$ cat src/rtl/image_stream_tx_pkg.sv
// Shared stream word-type codes, header terminal addresses and the FSM/pattern types
// used by the image stream transmitter.
`ifndef DTYPE_WIDTH
`define DTYPE_WIDTH         4
`define DTYPE_FRAME_START   4'd1
`define DTYPE_FRAME_END     4'd2
`define DTYPE_HEADER_START  4'd3
`define DTYPE_HEADER        4'd4
`define DTYPE_HEADER_END    4'd5
`define DTYPE_ROW_START     4'd6
`define DTYPE_PIXEL         4'd7
`define DTYPE_ROW_END       4'd8
`endif

`ifndef Image_num_cols
`define Image_num_cols 1
`define Image_num_rows 2
`endif

package image_stream_tx_pkg;
  typedef enum logic [3:0] {
    IDLE, FSTART, HSTART, HDR, HEND, RSTART, PIX, REND, GAP, FEND
  } state_t;

  typedef enum logic [1:0] {PAT_RAMP, PAT_CONST, PAT_CHECK, PAT_FCNT} pat_t;
endpackage

$ cat src/rtl/image_stream_tx_pattern_gen.sv
// Combinational pixel source: value for a given column/row under the frame's pattern.
module pattern_gen
  import image_stream_tx_pkg::*;
#(
  parameter int PIXEL_WIDTH = 10,
  parameter int DIM_WIDTH   = 12
) (
  input  logic [1:0]             pattern,
  input  logic [DIM_WIDTH-1:0]   col,
  input  logic [DIM_WIDTH-1:0]   row,
  input  logic [15:0]            frame_cnt,
  output logic [PIXEL_WIDTH-1:0] pixel
);
  always_comb begin
    case (pat_t'(pattern))
      PAT_RAMP:  pixel = PIXEL_WIDTH'(col) + PIXEL_WIDTH'(row);
      PAT_CONST: pixel = '1;
      PAT_CHECK: pixel = (col[0] ^ row[0]) ? '1 : '0;
      default:   pixel = PIXEL_WIDTH'(frame_cnt);
    endcase
  end
endmodule

$ cat src/rtl/image_stream_tx.sv
// Frame word generator: emits frame/header/row/pixel words, one per non-stalled cycle.
// The state always names the word currently presented on the outputs.
module image_stream_tx
  import image_stream_tx_pkg::*;
#(
  parameter int PIXEL_WIDTH = 10,
  parameter int DATA_WIDTH  = 16,
  parameter int DIM_WIDTH   = 12,
  parameter int HEADER_LEN  = 8
) (
  input  logic                    clk,
  input  logic                    resetb,
  input  logic                    enable,
  input  logic                    start,
  input  logic                    stall,
  input  logic [DIM_WIDTH-1:0]    num_cols,
  input  logic [DIM_WIDTH-1:0]    num_rows,
  input  logic [7:0]              row_gap,
  input  logic [1:0]              pattern,
  output logic                    dvo,
  output logic [`DTYPE_WIDTH-1:0] dtypeo,
  output logic [PIXEL_WIDTH-1:0]  datao,
  output logic [DATA_WIDTH-1:0]   meta_datao,
  output logic                    busy
);
  localparam logic [5:0]           HDR_LAST = 6'(HEADER_LEN - 1);
  localparam logic [DIM_WIDTH-1:0] DIM_ONE  = DIM_WIDTH'(1);

  state_t               state;
  logic [DIM_WIDTH-1:0] cols_q, rows_q, col_cnt, row_cnt, col_nxt;
  logic [7:0]           gap_q, gap_cnt;
  logic [1:0]           pat_q;
  logic [5:0]           hdr_cnt, hdr_nxt;
  logic [15:0]          frame_cnt;
  logic [PIXEL_WIDTH-1:0] pix_nxt;
  logic [DATA_WIDTH-1:0]  hdr_val;
  logic                 last_row;

  // Look-ahead indices: values for the word about to be presented.
  assign hdr_nxt  = (state == HDR) ? hdr_cnt + 6'd1 : 6'd0;
  assign col_nxt  = (state == PIX) ? col_cnt + DIM_ONE : '0;
  assign last_row = (row_cnt == rows_q - DIM_ONE);

  always_comb begin
    hdr_val = '0;
    if (hdr_nxt == 6'(`Image_num_cols))      hdr_val = DATA_WIDTH'(cols_q);
    else if (hdr_nxt == 6'(`Image_num_rows)) hdr_val = DATA_WIDTH'(rows_q);
    else if (hdr_nxt == HDR_LAST)            hdr_val = DATA_WIDTH'(frame_cnt);
  end

  pattern_gen #(.PIXEL_WIDTH(PIXEL_WIDTH), .DIM_WIDTH(DIM_WIDTH)) u_pat (
    .pattern(pat_q), .col(col_nxt), .row(row_cnt), .frame_cnt(frame_cnt), .pixel(pix_nxt)
  );

  always_ff @(posedge clk or negedge resetb) begin
    if (!resetb) begin
      state <= IDLE; dvo <= 1'b0; dtypeo <= '0; datao <= '0; meta_datao <= '0; busy <= 1'b0;
      cols_q <= '0; rows_q <= '0; gap_q <= '0; pat_q <= '0;
      col_cnt <= '0; row_cnt <= '0; gap_cnt <= '0; hdr_cnt <= '0; frame_cnt <= '0;
    end else if (stall) begin
      dvo <= 1'b0;
    end else begin
      dvo <= 1'b1;
      case (state)
        IDLE: begin
          dvo <= 1'b0;
          if (start && enable) begin
            cols_q <= num_cols; rows_q <= num_rows; gap_q <= row_gap; pat_q <= pattern;
            col_cnt <= '0; row_cnt <= '0; gap_cnt <= '0; hdr_cnt <= '0;
            state <= FSTART; dvo <= 1'b1; dtypeo <= `DTYPE_FRAME_START; busy <= 1'b1;
          end
        end
        FSTART: begin state <= HSTART; dtypeo <= `DTYPE_HEADER_START; end
        HSTART, HDR: begin
          if (state == HDR && hdr_cnt == HDR_LAST) begin
            state <= HEND; dtypeo <= `DTYPE_HEADER_END;
          end else begin
            state <= HDR; dtypeo <= `DTYPE_HEADER; hdr_cnt <= hdr_nxt; meta_datao <= hdr_val;
          end
        end
        HEND: begin
          if (rows_q == '0) begin state <= FEND; dtypeo <= `DTYPE_FRAME_END; end
          else begin state <= RSTART; dtypeo <= `DTYPE_ROW_START; row_cnt <= '0; end
        end
        RSTART, PIX: begin
          if ((state == RSTART && cols_q == '0) || (state == PIX && col_cnt == cols_q - DIM_ONE)) begin
            state <= REND; dtypeo <= `DTYPE_ROW_END;
          end else begin
            state <= PIX; dtypeo <= `DTYPE_PIXEL; col_cnt <= col_nxt; datao <= pix_nxt;
          end
        end
        REND, GAP: begin
          if (state == REND && gap_q != 8'd0) begin
            state <= GAP; dvo <= 1'b0; gap_cnt <= 8'd1;
          end else if (state == GAP && gap_cnt != gap_q) begin
            dvo <= 1'b0; gap_cnt <= gap_cnt + 8'd1;
          end else if (last_row) begin
            state <= FEND; dtypeo <= `DTYPE_FRAME_END;
          end else begin
            state <= RSTART; dtypeo <= `DTYPE_ROW_START; row_cnt <= row_cnt + DIM_ONE;
          end
        end
        FEND: begin
          state <= IDLE; dvo <= 1'b0; busy <= 1'b0; frame_cnt <= frame_cnt + 16'd1;
        end
        default: begin state <= IDLE; dvo <= 1'b0; busy <= 1'b0; end
      endcase
    end
  end
endmodule

$ cat config.mk
export PLATFORM = sky130hd
export DESIGN_NAME = image_stream_tx
export DESIGN_NICKNAME = d
export VERILOG_FILES = /design/src/rtl/image_stream_tx_pkg.sv /design/src/rtl/image_stream_tx_pattern_gen.sv /design/src/rtl/image_stream_tx.sv
export SDC_FILE = /design/constraint.sdc
export NUM_CORES = 1
export LEC_CHECK = 0
export BUFFER_PORTS_ARGS = -buffer_cell sky130_fd_sc_hd__buf_2
export CAP_MARGIN = 0
export CORE_MARGIN = 2
export CORE_UTILIZATION = 56
export CTS_BUF_LIST = sky130_fd_sc_hd__clkbuf_4 sky130_fd_sc_hd__clkbuf_8
export DETAILED_ROUTE_END_ITERATION = 10
export GPL_TIMING_DRIVEN = 0
export PLACE_DENSITY = 0.79
export SLEW_MARGIN = 20
export SYNTH_ARGS = -nofsm -noshare
export SYNTH_HDL_FRONTEND = slang
export SYNTH_SLANG_ARGS = --single-unit
$ cat constraint.sdc
create_clock -name clk -period 2.64 [get_ports clk]
set_input_delay 0.132 -clock clk [delete_from_list [all_inputs] [get_ports clk]]
set_output_delay 0.132 -clock clk [all_outputs]
set_load 0.05 [all_outputs]
==> impl_metrics.yaml <==
finish:
  syn2layout_area_growth_pct: 27.5
  final_cell_mix: "dfrtp_1, buf_2, nand2_1"
  nets: 1014
  fillers: 937
  layout_commonest_cell: "dfrtp_1"
  drive_above_1_share_pct: 30.5
  n_antenna_cell: 0
clocking:
  path_clk_slew_ns: 0.07
  clock_sinks: 124
  cts_max_level: 4
  clock_latency_ns: 0.47
  numCtsBuffers: 17
  clockBufferDepth: 2
  root_buffer: "clkbuf_8"
  cts_tree: "built"
critical_path:
  crit_type: "flop to flop"
  cp-end-kind: "flop"
  slowest_stage: "or4b_4"
  cp.required_ns: 2.99
  critPathLaunchType: "flop"
  cpLargestDelayFamily: "simple AND/OR/NAND/NOR gates"
  path_max_fanout: 5
  cp.arrival_ns: 3.23
  critical_path.cell_chain: "inv_2, ha_4, or4b_4, or3_4, a21oi_4, o31ai_4, nand4_1, and3_4, nor2b_4, clkbuf_16, mux2_4"
  worst-path-buf-inv: 2
  max_stage_delay_ns: 0.49
timing:
  setup_viol: 26
  max_freq_ghz: 0.347
  finalCritPeriodShare_pct: 109
  layout_min_cycle_time_ns: 2.88
  relSlewSlack_pct: 56.1
  holdWs_ns: 0.178
  worstMarginPinSlew_ns: 0.655
  rsz0062_at_grt: "true"
  worst_slack_ns: -0.242
  maxSlewViolCount: 0
  finalHoldViolations: 0
  fin_tns_setup_ns: -4.78
  clock_skew_ns: 0.0152
run_status:
  violations: "setup timing"
  status: "finished, violations left"
die:
  dieArea_um2: 14400
  core.rowCount: 42
  start_util_pct: 57.3
  io_pins: 71
  fp.dieH_um: 120
  core_area_um2: 13200
  fp.dieW_um: 120
yosys:
  synth_nets: 849
  ys_ff_latch: 124
  synth_area_um2: 7560
  yosys.cell_types.count: 74
  synthArstFlopShare_pct: 100
  synth_area_per_cell_um2: 9.53
  synth_edf_count: 0
  ys.warnings.count: 0
  synth-seq-area-share_pct: 41.0
  synth_flop_cell: "dfrtp_1"
  netlist_instances: 793
routing:
  postRouteAntennaNets: 0
  wl_per_cell_um: 18.2
  drtIter0Drc: 774
  routed_wl_um: 20900
  drc: 0
  drtPass1Iterations: 5
  avgViaCountPerCell: 6.04
  vias: 6919
grt:
  grtUsageTotal_pct: 28.8
  grt_max_degree: 69
  grt_overflow: 0
  first_global_vias: 6663
  grt_pass1_wl_um: 32600
  antenna_found_initial: 0
placement:
  gp_congestion: 0.942
  dp_hpwl_um: 13800
  io_buffer_count: 70
  pre_cts_ws_ns: -0.503
pwr:
  powerDensity_nw_per_um2: 1090
  power_mw: 10.5
  ir_drop_mv: 0.568
  p_leak_nw: 4.19
hold_path:
  min_path_type: "input pin to flop"
run:
  maxCapViolations: 0
power by group:
group	total, mW	switching (mW)	leakage, nW	internal, mW
Combinational	5.68	3.32	2.40	2.36
Sequential	3.10	0.619	1.59	2.48
Clock	1.72	0.766	0.209	0.959
Total	10.5	4.70	4.19	5.80
cell families (layout without fill, tap and decap cells):
kind of cell | Yosys count | count (layout) | synth area share [%]
adder cells (fa/ha/maj) | 17 | 17 | 2.91
XOR/XNOR | 73 | 73 | 8.46
flip-flops | 124 | 124 | 41.0
buffers and inverters | 71 | 248 | 4.15
AO/OA/AOI/OAI | 186 | 186 | 16.1
AND/OR/NAND/NOR | 275 | 275 | 19.7
multiplexers | 47 | 47 | 7.61
final timing paths:
kind | start | to | slack (ns) | cells after the start
max | cols_q[1] | datao[6] | -0.24 | 11
min | stall | dvo | 0.18 | 3
max reg2reg | cols_q[1] | datao[6] | -0.24 | 11
min reg2reg | dtypeo[3] | dtypeo[3] | 0.48 | 2
max in group asynchronous | resetb | rows_q[4] | 1.71 | 3
min in group asynchronous | resetb | meta_datao[15] | 0.19 | 2
registers in the layout (all words and copies together) (netlist names):
| register | count |
|---|---|
| hdr_cnt | 6 |
| row_cnt | 12 |
| rows_q | 12 |
| pat_q | 2 |
| state | 4 |
| dtypeo | 4 |
| frame_cnt | 16 |
| meta_datao | 16 |
| cols_q | 12 |
| dvo | 1 |
| busy | 1 |
| col_cnt | 12 |
| datao | 10 |
| gap_cnt | 8 |
| gap_q | 8 |
synth_stat cells (5+ instances only):
library cell,n,share of area (%)
nor2_1,55,2.7
nand2b_1,10,0.83
dfrtp_1,124,41
a22oi_1,9,0.89
mux2_2,32,4.8
xor2_1,33,3.8
ha_1,16,2.6
a21oi_1,42,2.8
a31oi_1,7,0.58
nor4_1,10,0.83
o21ai_0,56,3.7
nor2b_1,6,0.50
nand3_1,35,2.3
a222oi_1,12,1.6
nand4_1,13,1.1
clkbuf_1,31,1.5
a21o_1,7,0.70
o31ai_1,10,0.99
nor3_1,20,1.3
and3_1,12,0.99
or3_1,8,0.66
and4_1,6,0.70
nand2_1,65,3.2
or2_2,7,0.58
o211ai_1,5,0.50
mux2_4,13,2.6
inv_1,30,1.5
o21a_1,5,0.50
xnor2_1,40,4.6
worst reg2reg max path: stages, from the launching register on:
cell and delay, ns:
dfrtp_2 0.41, inv_2 0.08, ha_4 0.14, or4b_4 0.49, or3_4 0.39, a21oi_4 0.16, o31ai_4 0.09, nand4_1 0.10
and3_4 0.19, nor2b_4 0.23, clkbuf_16 0.19, mux2_4 0.29
repair_timing:
action | in CTS | in global routing
pin swaps | 18 | 28
hold endpoints to repair | 90 | 0
setup endpoints to repair | 73 | 84
hold buffers | 35 | 0
gates resized for setup | 34 | 55
buffers inserted | 22 | 20
cloned | 1 | 1
per-layer routing:
| layer | part of all wire [%] | vias to the layer above | wire length [um] | track usage, % |
|---|---|---|---|---|
| met5 | 0 | - | 0 | 0 |
| met4 | 2.3 | 0 | 475 | 10.3 |
| met3 | 6.7 | 47 | 1410 | 5.90 |
| met2 | 49 | 272 | 10300 | 47.7 |
| met1 | 42 | 3391 | 8700 | 37.5 |
| li1 | - | 3209 | - | - |
stage by stage:
step                      std cells  utilization (%)  instance area [um2]
after detailed placement       1040             62.5                 8250
after global routing           1146             73.1                 9640
after CTS                      1129             70.5                 9300
after floorplan                 793                -                 7650
after global placement         1039             62.3                 8220
final                          1146             73.1                 9640
area by class of cell:
type	count	area [um2]	area share, %
Clock inverter	7	87.6	0.909
Multi-Input combinational cell	598	4440	46.1
Sequential cell	124	3120	32.4
Tap cell	176	220	2.29
Clock buffer	24	312	3.23
Inverter	30	115	1.19
Timing Repair Buffer	150	1110	11.6
Buffer	37	226	2.35
Power figures use the tool's default switching activity.
